<file path="src/rtl/pc_gen.sv">
// pc_gen -- program counter generator for an in-order fetch stage.
//
// Selects the next PC from (highest priority first): reset, trap/flush
// redirect, hold (!ena or stall), jalr, jal, taken conditional branch,
// sequential pc+4. Control-transfer targets whose low two bits are not 00
// are rejected: the PC holds and misalign_o pulses on the following cycle.
//
// Optional feature: define PC_GEN_RAS_EN to build a RAS_DEPTH-entry
// return-address stack that predicts jalr returns and reports matches on
// ras_hit_o. Without the macro ras_hit_o is tied low and the link inputs
// are unused.
//
// Parameters
//   PC_WIDTH   width of the PC, immediate and rs1 paths
//   RESET_PC   PC value loaded on reset
//   RAS_DEPTH  return-address-stack entries (power of 2, >= 2)
//
// Ports
//   clk, rst             clock; synchronous active-high reset
//   ena, stall           fetch enable / pipeline stall (either holds the PC)
//   redirect_valid/_pc   trap/flush redirect, applied even while held
//   branch, jump, jalr   conditional branch, jal and jalr flags
//   br_funct3            branch condition select
//   zero, lt, ltu        ALU compare flags
//   imm, rs1_data        sign-extended offset, jalr base
//   rd_is_link           rd is x1/x5
//   rs1_is_link          rs1 is x1/x5
//   pc_o                 registered current PC
//   next_pc_o            combinational PC loaded at the next edge
//   taken_o              combinational: control transfer accepted this cycle
//   misalign_o           registered pulse on a rejected misaligned target
//   ras_hit_o            registered pulse when the RAS prediction matched
module pc_gen #(
    parameter int unsigned         PC_WIDTH  = 32,
    parameter logic [PC_WIDTH-1:0] RESET_PC  = '0,
    parameter int unsigned         RAS_DEPTH = 4
) (
    input  logic                clk,
    input  logic                rst,
    input  logic                ena,
    input  logic                stall,
    input  logic                redirect_valid,
    input  logic [PC_WIDTH-1:0] redirect_pc,
    input  logic                branch,
    input  logic                jump,
    input  logic                jalr,
    input  logic [2:0]          br_funct3,
    input  logic                zero,
    input  logic                lt,
    input  logic                ltu,
    input  logic [PC_WIDTH-1:0] imm,
    input  logic [PC_WIDTH-1:0] rs1_data,
    input  logic                rd_is_link,
    input  logic                rs1_is_link,
    output logic [PC_WIDTH-1:0] pc_o,
    output logic [PC_WIDTH-1:0] next_pc_o,
    output logic                taken_o,
    output logic                misalign_o,
    output logic                ras_hit_o
);

    logic                br_cond;
    logic                hold;
    logic                active;
    logic                ctrl;
    logic                target_bad;
    logic                mis_next;
    logic [PC_WIDTH-1:0] seq_pc;
    logic [PC_WIDTH-1:0] rel_pc;
    logic [PC_WIDTH-1:0] jalr_sum;
    logic [PC_WIDTH-1:0] jalr_pc;
    logic [PC_WIDTH-1:0] target;

    always_comb begin
        br_cond = 1'b0;
        case (br_funct3)
            3'b000:  br_cond = zero;
            3'b001:  br_cond = ~zero;
            3'b100:  br_cond = lt;
            3'b101:  br_cond = ~lt;
            3'b110:  br_cond = ltu;
            3'b111:  br_cond = ~ltu;
            default: br_cond = 1'b0;
        endcase
    end

    assign hold     = ~ena | stall;
    assign active   = ~rst & ~redirect_valid & ~hold;
    assign seq_pc   = pc_o + PC_WIDTH'(4);
    assign rel_pc   = pc_o + imm;
    assign jalr_sum = rs1_data + imm;
    assign jalr_pc  = {jalr_sum[PC_WIDTH-1:1], 1'b0};

    // jalr outranks jal, which shares the pc-relative target with branches
    assign ctrl       = jalr | jump | (branch & br_cond);
    assign target     = jalr ? jalr_pc : rel_pc;
    assign target_bad = ctrl & (target[1:0] != 2'b00);
    assign taken_o    = active & ctrl & ~target_bad;
    assign mis_next   = active & target_bad;

    always_comb begin
        if (rst)
            next_pc_o = RESET_PC;
        else if (redirect_valid)
            next_pc_o = redirect_pc;
        else if (hold || target_bad)
            next_pc_o = pc_o;
        else if (ctrl)
            next_pc_o = target;
        else
            next_pc_o = seq_pc;
    end

    always_ff @(posedge clk) begin
        if (rst) begin
            pc_o       <= RESET_PC;
            misalign_o <= 1'b0;
        end else begin
            pc_o       <= next_pc_o;
            misalign_o <= mis_next;
        end
    end

`ifdef PC_GEN_RAS_EN
    localparam int unsigned PTR_W = $clog2(RAS_DEPTH);
    localparam int unsigned CNT_W = $clog2(RAS_DEPTH + 1);

    logic [PC_WIDTH-1:0] ras_mem [RAS_DEPTH];
    logic [PTR_W-1:0]    ras_ptr;   // next free slot; top of stack is ras_ptr-1
    logic [CNT_W-1:0]    ras_cnt;
    logic [PTR_W-1:0]    top_idx;
    logic                ras_push;
    logic                ras_pop;

    assign top_idx  = ras_ptr - PTR_W'(1);
    assign ras_push = taken_o & (jump | jalr) & rd_is_link;
    // popping an empty stack is a no-op, so the empty case never pops
    assign ras_pop  = taken_o & jalr & rs1_is_link & (ras_cnt != '0);

    // Pop-then-push collapses to an in-place rewrite of the top entry.
    // A push on a full stack overwrites the oldest slot because the
    // pointer wraps while the count saturates.
    always_ff @(posedge clk) begin
        if (ras_pop && ras_push)
            ras_mem[top_idx] <= seq_pc;
        else if (ras_push)
            ras_mem[ras_ptr] <= seq_pc;
    end

    always_ff @(posedge clk) begin
        if (rst) begin
            ras_ptr   <= '0;
            ras_cnt   <= '0;
            ras_hit_o <= 1'b0;
        end else begin
            ras_hit_o <= ras_pop & (ras_mem[top_idx] == jalr_pc);
            if (ras_pop && !ras_push) begin
                ras_ptr <= top_idx;
                ras_cnt <= ras_cnt - CNT_W'(1);
            end else if (ras_push && !ras_pop) begin
                ras_ptr <= ras_ptr + PTR_W'(1);
                if (ras_cnt != CNT_W'(RAS_DEPTH))
                    ras_cnt <= ras_cnt + CNT_W'(1);
            end
        end
    end
`else
    logic unused_link;
    assign unused_link = rd_is_link ^ rs1_is_link;
    assign ras_hit_o   = 1'b0;
`endif

endmodule

</file>
<file path="config.mk">
export PLATFORM = sky130hd
export DESIGN_NAME = pc_gen
export DESIGN_NICKNAME = d
export VERILOG_FILES = /design/src/rtl/pc_gen.sv
export SDC_FILE = /design/constraint.sdc
export NUM_CORES = 1
export LEC_CHECK = 0
export BUFFER_PORTS_ARGS = -buffer_cell sky130_fd_sc_hd__buf_2
export CAP_MARGIN = 20
export CORE_UTILIZATION = 40
export CTS_BUF_LIST = sky130_fd_sc_hd__clkbuf_8
export DETAILED_ROUTE_END_ITERATION = 6
export SLEW_MARGIN = 5
export SYNTH_ARGS = -nofsm -noshare
export SYNTH_HDL_FRONTEND = slang
export SYNTH_SLANG_ARGS = --single-unit
</file>
<file path="constraint.sdc">
create_clock -name clk -period 3.5 [get_ports clk]
set_clock_uncertainty 0.2 [all_clocks]
set_input_delay 0.35 -clock clk [delete_from_list [all_inputs] [get_ports clk]]
set_output_delay 0.35 -clock clk [all_outputs]
set_load 0.02 [all_outputs]
</file>
==> impl_metrics.toml <==
[finish]
fin_cells = 1414
stdcell_area_mm2 = 0.0101
final_core_util = 0.655
drive_gt1_frac = 0.453
syn2layout_area_growth_pct = 57.3
fill_cells = 1378
finalNetCount = 1379
diodes = 0

[routing]
drt_iter0_drc = 743
m1WireLength_mm = 12.2
vias = 8416
antenna_left = 0
wl_met2_mm = 12.0
top_layer_used = "met4"
drt_pass1_iterations = 6
routed-wl-met3_mm = 2.25
drc = 0
routed_wl_mm = 27.0
wl_per_cell_um = 19.1
via_per_inst = 5.95

[synthesis]
synth_cell_types = 90
yosysTopAreaCell = "ha_1"
async_reset_ff_frac = 0
yosys.area_share.simple = 0.241
yosys.area.top_type_share = 0.121
synth-edff-count = 0
synthTopCellsByArea = "ha_1 12%, dfxtp_1 10%, a21oi_1 7.9%"
synth_top_family_by_area = "compound AO/OA/AOI/OAI gates"
yosys_warnings = 0
synth-main-ff-cell = "dfxtp_1"
yosys_register_bits = 33
yosys.area_share.adder = 0.127
seq_area_frac_synth = 0.103
avgSynthCellArea_um2 = 7.20
syn_area_mm2 = 0.00642
synth_xor_area_frac = 0.0763
synth_common_cells = "102 x a21oi_1, 79 x nand2_1, 67 x nor2_1"
postSynthCellCount = 892
synth_compound_area_frac = 0.399
synthMuxAreaShare = 0.00643
synth_nets = 1068
yosysMostFrequentCell = "a21oi_1"

[floorplanning]
placementRows = 45
die-area_mm2 = 0.0166
die_w_um = 129
coreArea_mm2 = 0.0154
io_pins = 179
fp.dieH_um = 129
start_util = 0.416

[setup_path]
cpMostUsedCell = "buf_4"
arrival_ps = 3230
cp-end-kind = "output pin"
critPathSlowestCell = "or3_1"
required_ps = 2950
path_delay_family = "compound AO/OA/AOI/OAI gates"
cpPeakStageDelay_ps = 360
crit_type = "reg2out"
worstPathCellList = "ha_4, inv_2, fa_2, nor2b_2, o31a_1, o31a_4, o2111ai_4, o31ai_4, buf_4, a21oi_2, xor2_1, or3_1, o311ai_1, buf_4, buf_6"
worst-path-buf-inv = 4
crit_fanout = 3
start_kind = "flop"

[clocking]
clk_latency_ps = 310
cts_tree = "built"
htree_num_levels = 2
cts.sinks = 33
root_buffer = "clkbuf_8"
clk_path_buf_depth = 2
cts_buffers = 5
clkSlewWorstSetupHoldPaths_ps = 80
ctsHoldBuffers = 0

[timing]
tightest_slew_ps = 708
slew_violations = 0
max_slew_margin = 0.526
setup_violations = 17
layout_setup_ws_ps = -278
finalHoldViolCount = 0
post-route-period-util = 1.08
max_clock_freq_ghz = 0.265
period_needed_ps = 3780
rsz0062_at_grt = "true"

[place]
placedCellCount = 1370
place_congestion = 0.922
placed_area_mm2 = 0.00846
place_hpwl_mm = 20.4
portBuffers = 175

[grt]
grt_util_all_layers = 0.309
first_global_vias = 7455
grt_max_degree = 36
antenna_found_initial = 0
grt_pass1_wl_mm = 39.7
grt-ovfl-total = 0

[power]
power_density_mw_per_mm2 = 255
max-vdd-ir-drop_v = 0.000148
p_total_mw = 2.58
p_leak_nw = 4.37

[status]
status = "finished, violations left"
violations = "setup timing"

[worst_hold_path]
hold_path.class = "in2reg"

[run]
max_cap_viol_count = 0
[path summary, 6_finish.rpt]
kind	endpoint	slack (ps)	start	depth (start not counted)
setup / recovery	next_pc_o[24]	-280	pc_o[0]$_SDFF_PP0_	15
hold / removal	pc_o[7]$_SDFF_PP0_	70	redirect_pc[7]	3
setup reg to reg	pc_o[28]$_SDFF_PP0_	380	pc_o[0]$_SDFF_PP0_	15
hold reg to reg	pc_o[0]$_SDFF_PP0_	480	pc_o[0]$_SDFF_PP0_	3
[placed cells by master, fill, tap and decap left out, types with 7 or more instances in the layout]
cell type	instances
a2111oi_4	7
a211oi_1	11
a211oi_2	13
a21o_1	24
a21oi_1	83
a21oi_2	16
a221oi_2	8
a31oi_1	8
and3_1	9
buf_2	150
buf_4	174
buf_6	18
dfxtp_1	21
dfxtp_2	11
ha_1	45
ha_4	14
inv_1	28
nand2_1	75
nand3_1	28
nand4_1	18
nor2_1	64
nor3_1	15
nor3_4	7
o21a_1	7
o21ai_0	45
o21ai_1	18
o21bai_1	10
or3_1	10
xnor2_1	27
xor2_1	19
[routing by layer]
layer,track usage,vias to the layer above
li1,-,4051
met1,0.439,3946
met2,0.483,375
met4,0.0900,0
met3,0.0445,44
met5,0,-
[kinds of logic after synthesis]
kind of cell	count (synthesis)
compound gates	362
simple gates	296
buf+inv	76
fa+ha+maj	64
xor+xnor	56
flops	33
mux	4
other cells	1
[area by class of cell]
class | instances | area [µm²] | share of cell area
clock buffer | 6 | 82.6 | 0.00817
clock inverter | 1 | 3.75 | 0.000371
inverter | 28 | 105 | 0.0104
multi-input combinational | 783 | 6540 | 0.647
sequential | 33 | 678 | 0.0671
tap | 211 | 264 | 0.0261
timing repair buffer | 352 | 2430 | 0.240
[where the power goes]
group / total, mW / switching, mW / internal (mW)
Clock: 0.328 / 0.174 / 0.154
Sequential: 0.449 / 0.0421 / 0.407
Combinational: 1.80 / 1.01 / 0.797
[registers in the layout, indices dropped and copies added, names as in the netlist]
register / cells
misalign_o: 1
pc_o: 32
[stage by stage]
stage	hold slack [ps]	TNS [ps]	setup slack (ps)
3_5_place_dp	386	-1240	-175
5_1_grt	65.2	-3970	-419
2_1_floorplan	260	0	8.10
3_3_place_gp	386	-1020	-167
4_1_cts	61.7	-1180	-215
6_report	67.9	-1720	-278
[tightest hold or removal path: stages]
cell and delay (ps):
buf_2 80, a21oi_1 60, o21ai_0 60
[repair_timing]
| action | in CTS | in global routing |
|---|---|---|
| pin swaps | 48 | 58 |
| endpoints found under the setup margin | 29 | 29 |
| resized for setup | 114 | 140 |
| cloned | 1 | 0 |
| buffers inserted | 19 | 18 |
Note: power is estimated with default switching activity, not from simulation.
